--- src/rtl/ripple_cnt_reader.sv ---
// ripple_cnt_reader: clk-domain reader for an asynchronous T-FF ripple counter.
// Synchronizes the counter bits, waits for a stable value on request, and reports
// the value plus its modular delta from the previous good read.
// Optional feature: define RIPPLE_RD_WRAP_CNT_EN to add the saturating wrap_cnt output.
module ripple_cnt_reader #(
    parameter int unsigned WIDTH         = 8,
    parameter int unsigned SYNC_STAGES   = 2,
    parameter int unsigned STABLE_CYCLES = 3,
    parameter int unsigned MAX_RETRY     = 4
`ifdef RIPPLE_RD_WRAP_CNT_EN
    ,
    parameter int unsigned WRAP_W        = 8
`endif
) (
    input  logic             clk,
    input  logic             rstn,
    input  logic [WIDTH-1:0] cnt_in,
    input  logic             rd_req,
    output logic             busy,
    output logic             rd_valid,
    output logic [WIDTH-1:0] rd_value,
    output logic [WIDTH-1:0] rd_delta,
    output logic             rd_err
`ifdef RIPPLE_RD_WRAP_CNT_EN
    ,
    output logic [WRAP_W-1:0] wrap_cnt
`endif
);

    localparam int unsigned SCW = $clog2(STABLE_CYCLES + 1);
    localparam int unsigned RCW = $clog2(MAX_RETRY + 1);

    typedef enum logic {
        ST_IDLE = 1'b0,
        ST_WAIT = 1'b1
    } state_t;

    state_t           state_q;
    state_t           state_d;

    logic [WIDTH-1:0] sync_q [SYNC_STAGES];
    logic [WIDTH-1:0] cnt_sync;
    logic [WIDTH-1:0] samp_prev;
    logic [WIDTH-1:0] last_val;
    logic [WIDTH-1:0] last_val_d;
    logic [SCW-1:0]   stable_cnt;
    logic [SCW-1:0]   stable_cnt_d;
    logic [RCW-1:0]   retry_cnt;
    logic [RCW-1:0]   retry_cnt_d;

    logic             busy_d;
    logic             rd_valid_d;
    logic [WIDTH-1:0] rd_value_d;
    logic [WIDTH-1:0] rd_delta_d;
    logic             rd_err_d;

    logic             samp_eq;
    logic             good_rd;
    logic             abort_rd;

    assign cnt_sync = sync_q[SYNC_STAGES-1];
    assign samp_eq  = (cnt_sync == samp_prev);
    assign good_rd  = (state_q == ST_WAIT) && samp_eq
                      && (stable_cnt == SCW'(STABLE_CYCLES - 1));
    assign abort_rd = (state_q == ST_WAIT) && !samp_eq
                      && (retry_cnt == RCW'(MAX_RETRY - 1));

    // Per-bit synchronizer chain and one-edge-delayed copy for the stability compare
    always_ff @(posedge clk or negedge rstn) begin
        if (!rstn) begin
            for (int i = 0; i < int'(SYNC_STAGES); i++) begin
                sync_q[i] <= '0;
            end
            samp_prev <= '0;
        end else begin
            sync_q[0] <= cnt_in;
            for (int i = 1; i < int'(SYNC_STAGES); i++) begin
                sync_q[i] <= sync_q[i-1];
            end
            samp_prev <= cnt_sync;
        end
    end

    // State register
    always_ff @(posedge clk or negedge rstn) begin
        if (!rstn) begin
            state_q <= ST_IDLE;
        end else begin
            state_q <= state_d;
        end
    end

    // Next-state: accept a request in IDLE, leave WAIT on a good read or an abort
    always_comb begin
        state_d = state_q;
        case (state_q)
            ST_IDLE: begin
                if (rd_req) begin
                    state_d = ST_WAIT;
                end
            end
            ST_WAIT: begin
                if (good_rd || abort_rd) begin
                    state_d = ST_IDLE;
                end
            end
            default: state_d = ST_IDLE;
        endcase
    end

    // Output/datapath next values: counters, result capture and last good value
    always_comb begin
        stable_cnt_d = stable_cnt;
        retry_cnt_d  = retry_cnt;
        last_val_d   = last_val;
        rd_valid_d   = 1'b0;
        rd_value_d   = rd_value;
        rd_delta_d   = rd_delta;
        rd_err_d     = rd_err;
        busy_d       = (state_d == ST_WAIT);
        case (state_q)
            ST_IDLE: begin
                if (rd_req) begin
                    stable_cnt_d = '0;
                    retry_cnt_d  = '0;
                end
            end
            ST_WAIT: begin
                if (samp_eq) begin
                    stable_cnt_d = stable_cnt + SCW'(1);
                end else begin
                    stable_cnt_d = '0;
                    retry_cnt_d  = retry_cnt + RCW'(1);
                end
                if (good_rd) begin
                    rd_valid_d = 1'b1;
                    rd_value_d = cnt_sync;
                    rd_delta_d = cnt_sync - last_val;
                    rd_err_d   = 1'b0;
                    last_val_d = cnt_sync;
                end else if (abort_rd) begin
                    rd_valid_d = 1'b1;
                    rd_value_d = cnt_sync;
                    rd_delta_d = '0;
                    rd_err_d   = 1'b1;
                end
            end
            default: ;
        endcase
    end

    // Registered outputs and read-control state
    always_ff @(posedge clk or negedge rstn) begin
        if (!rstn) begin
            stable_cnt <= '0;
            retry_cnt  <= '0;
            last_val   <= '0;
            busy       <= 1'b0;
            rd_valid   <= 1'b0;
            rd_value   <= '0;
            rd_delta   <= '0;
            rd_err     <= 1'b0;
        end else begin
            stable_cnt <= stable_cnt_d;
            retry_cnt  <= retry_cnt_d;
            last_val   <= last_val_d;
            busy       <= busy_d;
            rd_valid   <= rd_valid_d;
            rd_value   <= rd_value_d;
            rd_delta   <= rd_delta_d;
            rd_err     <= rd_err_d;
        end
    end

`ifdef RIPPLE_RD_WRAP_CNT_EN
    // Count good reads whose value is below the previous good value, saturating
    always_ff @(posedge clk or negedge rstn) begin
        if (!rstn) begin
            wrap_cnt <= '0;
        end else if (good_rd && (cnt_sync < last_val) && (wrap_cnt != '1)) begin
            wrap_cnt <= wrap_cnt + WRAP_W'(1);
        end
    end
`endif

endmodule
--- config.mk ---
export PLATFORM = sky130hd
export DESIGN_NAME = ripple_cnt_reader
export DESIGN_NICKNAME = d
export VERILOG_FILES = /design/src/rtl/ripple_cnt_reader.sv
export SDC_FILE = /design/constraint.sdc
export NUM_CORES = 1
export LEC_CHECK = 0
export CORE_UTILIZATION = 45
export CTS_BUF_LIST = sky130_fd_sc_hd__clkbuf_8 sky130_fd_sc_hd__clkbuf_16
export DETAILED_ROUTE_END_ITERATION = 10
export PLACE_DENSITY = 0.65
export SLEW_MARGIN = 5
export SYNTH_ARGS = -nofsm -noshare
export SYNTH_HDL_FRONTEND = slang
export SYNTH_SLANG_ARGS = --single-unit
--- constraint.sdc ---
create_clock -name clk -period 5.7 [get_ports clk]
set_input_delay 0.57 -clock clk [delete_from_list [all_inputs] [get_ports clk]]
set_output_delay 0.57 -clock clk [all_outputs]
set_load 0.02 [all_outputs]
## Yosys cells after proc, flatten, opt, wreduce, memory -nomap -nowiden

Cells that the tools add are included.

- Reduce and logical (&&, ||, !) cells: 10
- Eq/ne operators: 5
- Bitwise operators: 1
- Div/mod/pow operators: 0
- Multiplexer cells: 18
- $mul: 0
- Shift-type cells: 0
- Add/subtract/negate cells: 3
- $lt $le $gt $ge: 0

Operators by type and width:

| kind | count |
|---|---|
| $mux 8 | 4 |
| $eq 8x8->1 | 1 |
| $sub 8x8->8 | 1 |
| $mux 1 | 7 |
| $mux 3 | 2 |
| $pmux 3 s2 | 1 |
| $reduce_and 2->1 | 3 |
| $logic_and 1x1->1 | 4 |
| $mux 2 | 2 |
| $ne 2x2->1 const B | 2 |
| $pmux 2 s2 | 1 |
| $add 3x1->3 const B | 1 |
| $eq 3x2->1 const B | 1 |
| $add 2x1->2 const B | 1 |
| $eq 2x2->1 const B | 1 |
| $pmux 1 s2 | 1 |
| $reduce_bool 2->1 | 1 |
| $logic_not 1->1 | 1 |
| $logic_or 1x1->1 | 1 |
| $not 1->1 | 1 |

- Input bits: 11
- Word-level logic and storage cells: 48
- Output and inout bits: 19
- Memories: 0
- Register bits: 56
- ROM bits: 0
- Latch bits: 0
- Bits in writable memories: 0

## Longest topological paths before layout

- Depth in word-level cells: 7
- Mapped depth: 9

## Worst setup path after synthesis

Ideal clock, no wire load.

- Path kind: register to register
- Start point: register sync_q (netlist bit cnt_sync[0])
- End point: register rd_delta[6]
- Buffers on the path: 0
- Slack: 3.514 ns
- Stages on the path, launching flop included: 10
- Data arrival time: 2.064 ns
- Data required time: 5.578 ns
- Library setup time: 0.122 ns
- Cell sequence: dfrtp_1 inv_1 ha_1 inv_1 fa_1 a21o_1 a311oi_1 nor2b_1 or3_1 a32o_1

- Cells in the longest elaborated chain, start to end: 6
- Elaborated cells on any way between the ends: 10
- Those cells by class: 1 x add/sub; 1 x eq/ne; 1 x mux; 7 x reduce/logical

Ends and longest elaborated chain:

| element | line | text |
|---|---|---|
| from (decl) | 41 | `logic [WIDTH-1:0] sync_q [SYNC_STAGES];` |
| from (signal, indexed assignment) | 78 | `sync_q[i] <= sync_q[i-1];` |
| parallel branches: the longest is 6 deep, another holds $sub 8x8->8 | -- |  |
| to (signal assigned) | 170 | `rd_delta <= rd_delta_d;` |
| to (decl) | 22 | `output logic [WIDTH-1:0] rd_delta,` |

Parallel ways; which one is timed is not known.
A chain may end at the register's enable or synchronous reset.

## Final worst setup path

- Start point: register sync_q (netlist bit cnt_sync[1])
- End point: register rd_value[2]

- Cells in the longest elaborated chain, start to end: 6
- Elaborated cells on any way between the ends: 9
- Those cells by class: 1 x eq/ne; 1 x mux; 7 x reduce/logical

Ends and longest elaborated chain:

| element | line | text |
|---|---|---|
| $eq 8x8->1 (*) | 62 | `assign samp_eq = (cnt_sync == samp_prev);` |
| $logic_not 1->1 | 65 | `assign abort_rd = (state_q == ST_WAIT) && !samp_eq` |
| $logic_and 1x1->1 | 65 |  |
| $logic_and 1x1->1 | 66 | `&& (retry_cnt == RCW'(MAX_RETRY - 1));` |
| $reduce_bool 2->1 (no line) | -- |  |
| $reduce_and 2->1 (no line) | -- |  |
| to (signal assigned) | 169 | `rd_value <= rd_value_d;` |
| to (decl) | 21 | `output logic [WIDTH-1:0] rd_value,` |

Mark *: on every way between the ends. The rest lies on a longest branch, timed or not.

==> metrics.yaml <==
place:
  cell_count_post_placement: 265
  place.gp.congestion: 0.8197
  numPortBuffers: 29
  pre_cts_ws_ps: 3146
  dp.final_hpwl_um: 2699
die:
  std_cell_rows: 25
  io_pins: 30
  die_height_um: 73.08
  initial_core_util: 0.4750
  core_area_mm2: 0.004786
  dieWidth_um: 73.08
  die_outline_area_mm2: 0.005340
routing:
  antenna_violating_nets_post_route: 0
  route.vias.total: 1391
  route.detailed.vias_per_inst: 5.095
  met1_wire_length_um: 1809
  post-route-drc-count: 0
  detailed_router_s_first_iteration_violation_count: 36
  wl_met3_um: 175
  route.detailed.wl_per_inst_um: 14.16
  detailed_router_iteration_count_before_antenna_repair: 4
  route.met2.wl_um: 1793
  drt_wl_total_um: 3867
  highest-signal-layer: "met4"
grt:
  grt_antenna_before_repair: 0
  grt_first_pass_wirelength_um: 6775
  grt_start_max_net_pins: 57
  grt.overflow.total: 0
  grt_use_total: 0.1701
  grt_pass1_vias: 1479
timing:
  post-route-min-period_ps: 2580
  headroom_to_the_max_slew_limit: 0.4113
  fmax_ghz: 0.3877
  finalCritPeriodShare: 0.4526
  setup_tns_ps: 0
  drv_slew: 0
  final_setup_fails: 0
  tightestPinTransition_ps: 883.0
  final_hold_viol_count: 0
  fin_skew_ps: 9.442
  setup_slack_ps: 3120
  fin_hold_ws_ps: 357.3
  unrepaired_setup_endpoints_after_global_routing: "no"
setup_path:
  start_kind: "register"
  critical_path.cell_chain: "xnor2_1 > nand4_1 > nor2_2 > o21ba_1 > mux2_1"
  critical_path_required_ps: 5880
  highest_cell_delay_on_the_worst_timing_path_ps: 780
  timing.critical_path.arrival_ps: 2760
  crit_type: "register to register"
  worstSetupEndpointType: "register"
  timing.critical_path.fanout_max: 18
  worst_path_max_delay_cell: "sky130_fd_sc_hd__o21ba_1"
clocking:
  ctsResizeCount: 0
  buffers_inserted_during_post_cts_setup_optimization: 0
  level_count_of_the_clock_h_tree: 2
  cts_hold_buf: 0
  cts.reportedPaths.clkPinSlew_ps: 100
  cts_tree: "yes"
  clk_lat_worst_skew_ps: 300
  clock_sink_count: 56
  cts-root-buf: "sky130_fd_sc_hd__clkbuf_8"
  cts-buffers-inserted: 5
  clock_path_buffers: 2
power:
  power.leakage_nw: 1.182
  power_density_mw_per_mm2: 366.8
  vdd_drop_max_mv: 0.2598
min_path:
  holdCritPathClass: "register to register"
outcome:
  run_status: "complete, no violations"
final_layout:
  multi_input_comb_area_um2: 795.8
  final-seq-area_mm2: 0.001401
  drive_gt1_frac: 0.06796
  layout_commonest_cell: "sky130_fd_sc_hd__dfrtp_1"
  num-fill-cells: 396
  syn2layout_area_growth_pct: 20.42
  layout_common_cells: "sky130_fd_sc_hd__dfrtp_1, sky130_fd_sc_hd__clkdlybuf4s50_1"
  nets_finish: 228
  instances_no_fill: 273
  antenna_cells_inserted: 0
logic_synthesis:
  mappedNetlistNets: 195
  postSynthCellCount: 172
  synthesis.yosys.warnings: 0
  synth_seq_area_share: 0.6164
  synth-main-ff-cell: "sky130_fd_sc_hd__dfrtp_1"
  synth_edf_count: 0
  avgSynthCellArea_um2: 13.22
  synth.cell_area_mm2: 0.002273
  ys_async_sr_fraction: 1.000
  synth_cell_type_count: 38
  postSynthRegisterBits: 56
job:
  max_cap_viols: 0
-- metal layers --
layer | GRT usage | up-vias
met1 | 0.2135 | 687
met3 | 0.04006 | 9
met2 | 0.2675 | 40
met4 | 0.1024 | 0
met5 | 0 | -
li1 | - | 655
-- flip-flops by register name (all words and copies together) (netlist names) --
register and cells:
busy 1, retry_cnt 3, rd_err 1, sync_q 8, rd_valid 1, last_val 8, rd_delta 8, stable_cnt 2
cnt_sync 8, samp_prev 8, rd_value 8
-- path summary, 6_finish.rpt --
kind | startpoint | endpoint | slack, ps | depth (start not counted)
worst max-delay path | cnt_sync[1]$_DFF_PN0_ | rd_value[2]$_DFFE_PN0P_ | 3120 | 5
worst min-delay path | sync_q[12]$_DFF_PN0_ | cnt_sync[4]$_DFF_PN0_ | 360 | 0
worst max register to register | cnt_sync[1]$_DFF_PN0_ | rd_value[2]$_DFFE_PN0P_ | 3120 | 5
worst min register to register | sync_q[12]$_DFF_PN0_ | cnt_sync[4]$_DFF_PN0_ | 360 | 0
max in group asynchronous | rstn | retry_cnt[2]$_DFFE_PN0P_ | 4880 | 2
min in group asynchronous | rstn | last_val[4]$_DFFE_PN0P_ | 380 | 2
-- cell type report --
cell class	count	share of cell area
repair buffers	31	0.1097
multi-input cells	100	0.2907
flip-flops and latches	56	0.5119
well taps	67	0.03062
clock buffers	5	0.02514
inverters	11	0.01508
clock inverters	3	0.01691
-- synthesized netlist by cell type (all sizes together) (3+ instances only) --
master	n	area (um2)
xnor2	11	96.34
nand2	11	41.29
o21ai	10	50.05
a21oi	3	15.01
a22o	6	52.55
o2bb2ai	3	26.28
a21o	3	22.52
buf	3	27.52
nor3	3	20.02
mux2	11	123.9
nor2	4	17.52
dfrtp	56	1401
inv	11	41.29
ha	11	137.6
-- through the flow --
stage / instance area, um2 / util / power [mW]
after floorplan: 2273 / - / 0.6472
after global placement: 2623 / 0.5480 / 0.7413
after detailed placement: 2623 / 0.5480 / 0.7545
after CTS: 2738 / 0.5720 / 1.019
after global routing: 2738 / 0.5720 / 1.059
final: 2738 / 0.5720 / 1.004
-- worst max-delay path: cells and delay by family (launching register included) --
family	cells	cell delay (ps)
xor+xnor	1	200
compound gates	1	780
mux	1	400
simple gates	2	570
flops	1	500
-- power by group --
group	internal (mW)	switching (mW)
registers	0.452	0.0386
clock network	0.132	0.126
logic	0.128	0.127
total	0.712	0.292
-- cell families (layout without fill, tap and decap cells) --
kind of cell | Yosys count | after routing | share of synthesized area
flops | 56 | 56 | 0.6164
compound gates | 33 | 33 | 0.1040
simple gates | 30 | 30 | 0.06770
buf+inv | 16 | 50 | 0.03357
xor+xnor | 13 | 13 | 0.05008
fa+ha+maj | 12 | 12 | 0.06934
mux | 12 | 12 | 0.05889
No activity file was read; power rests on OpenSTA's default activity.
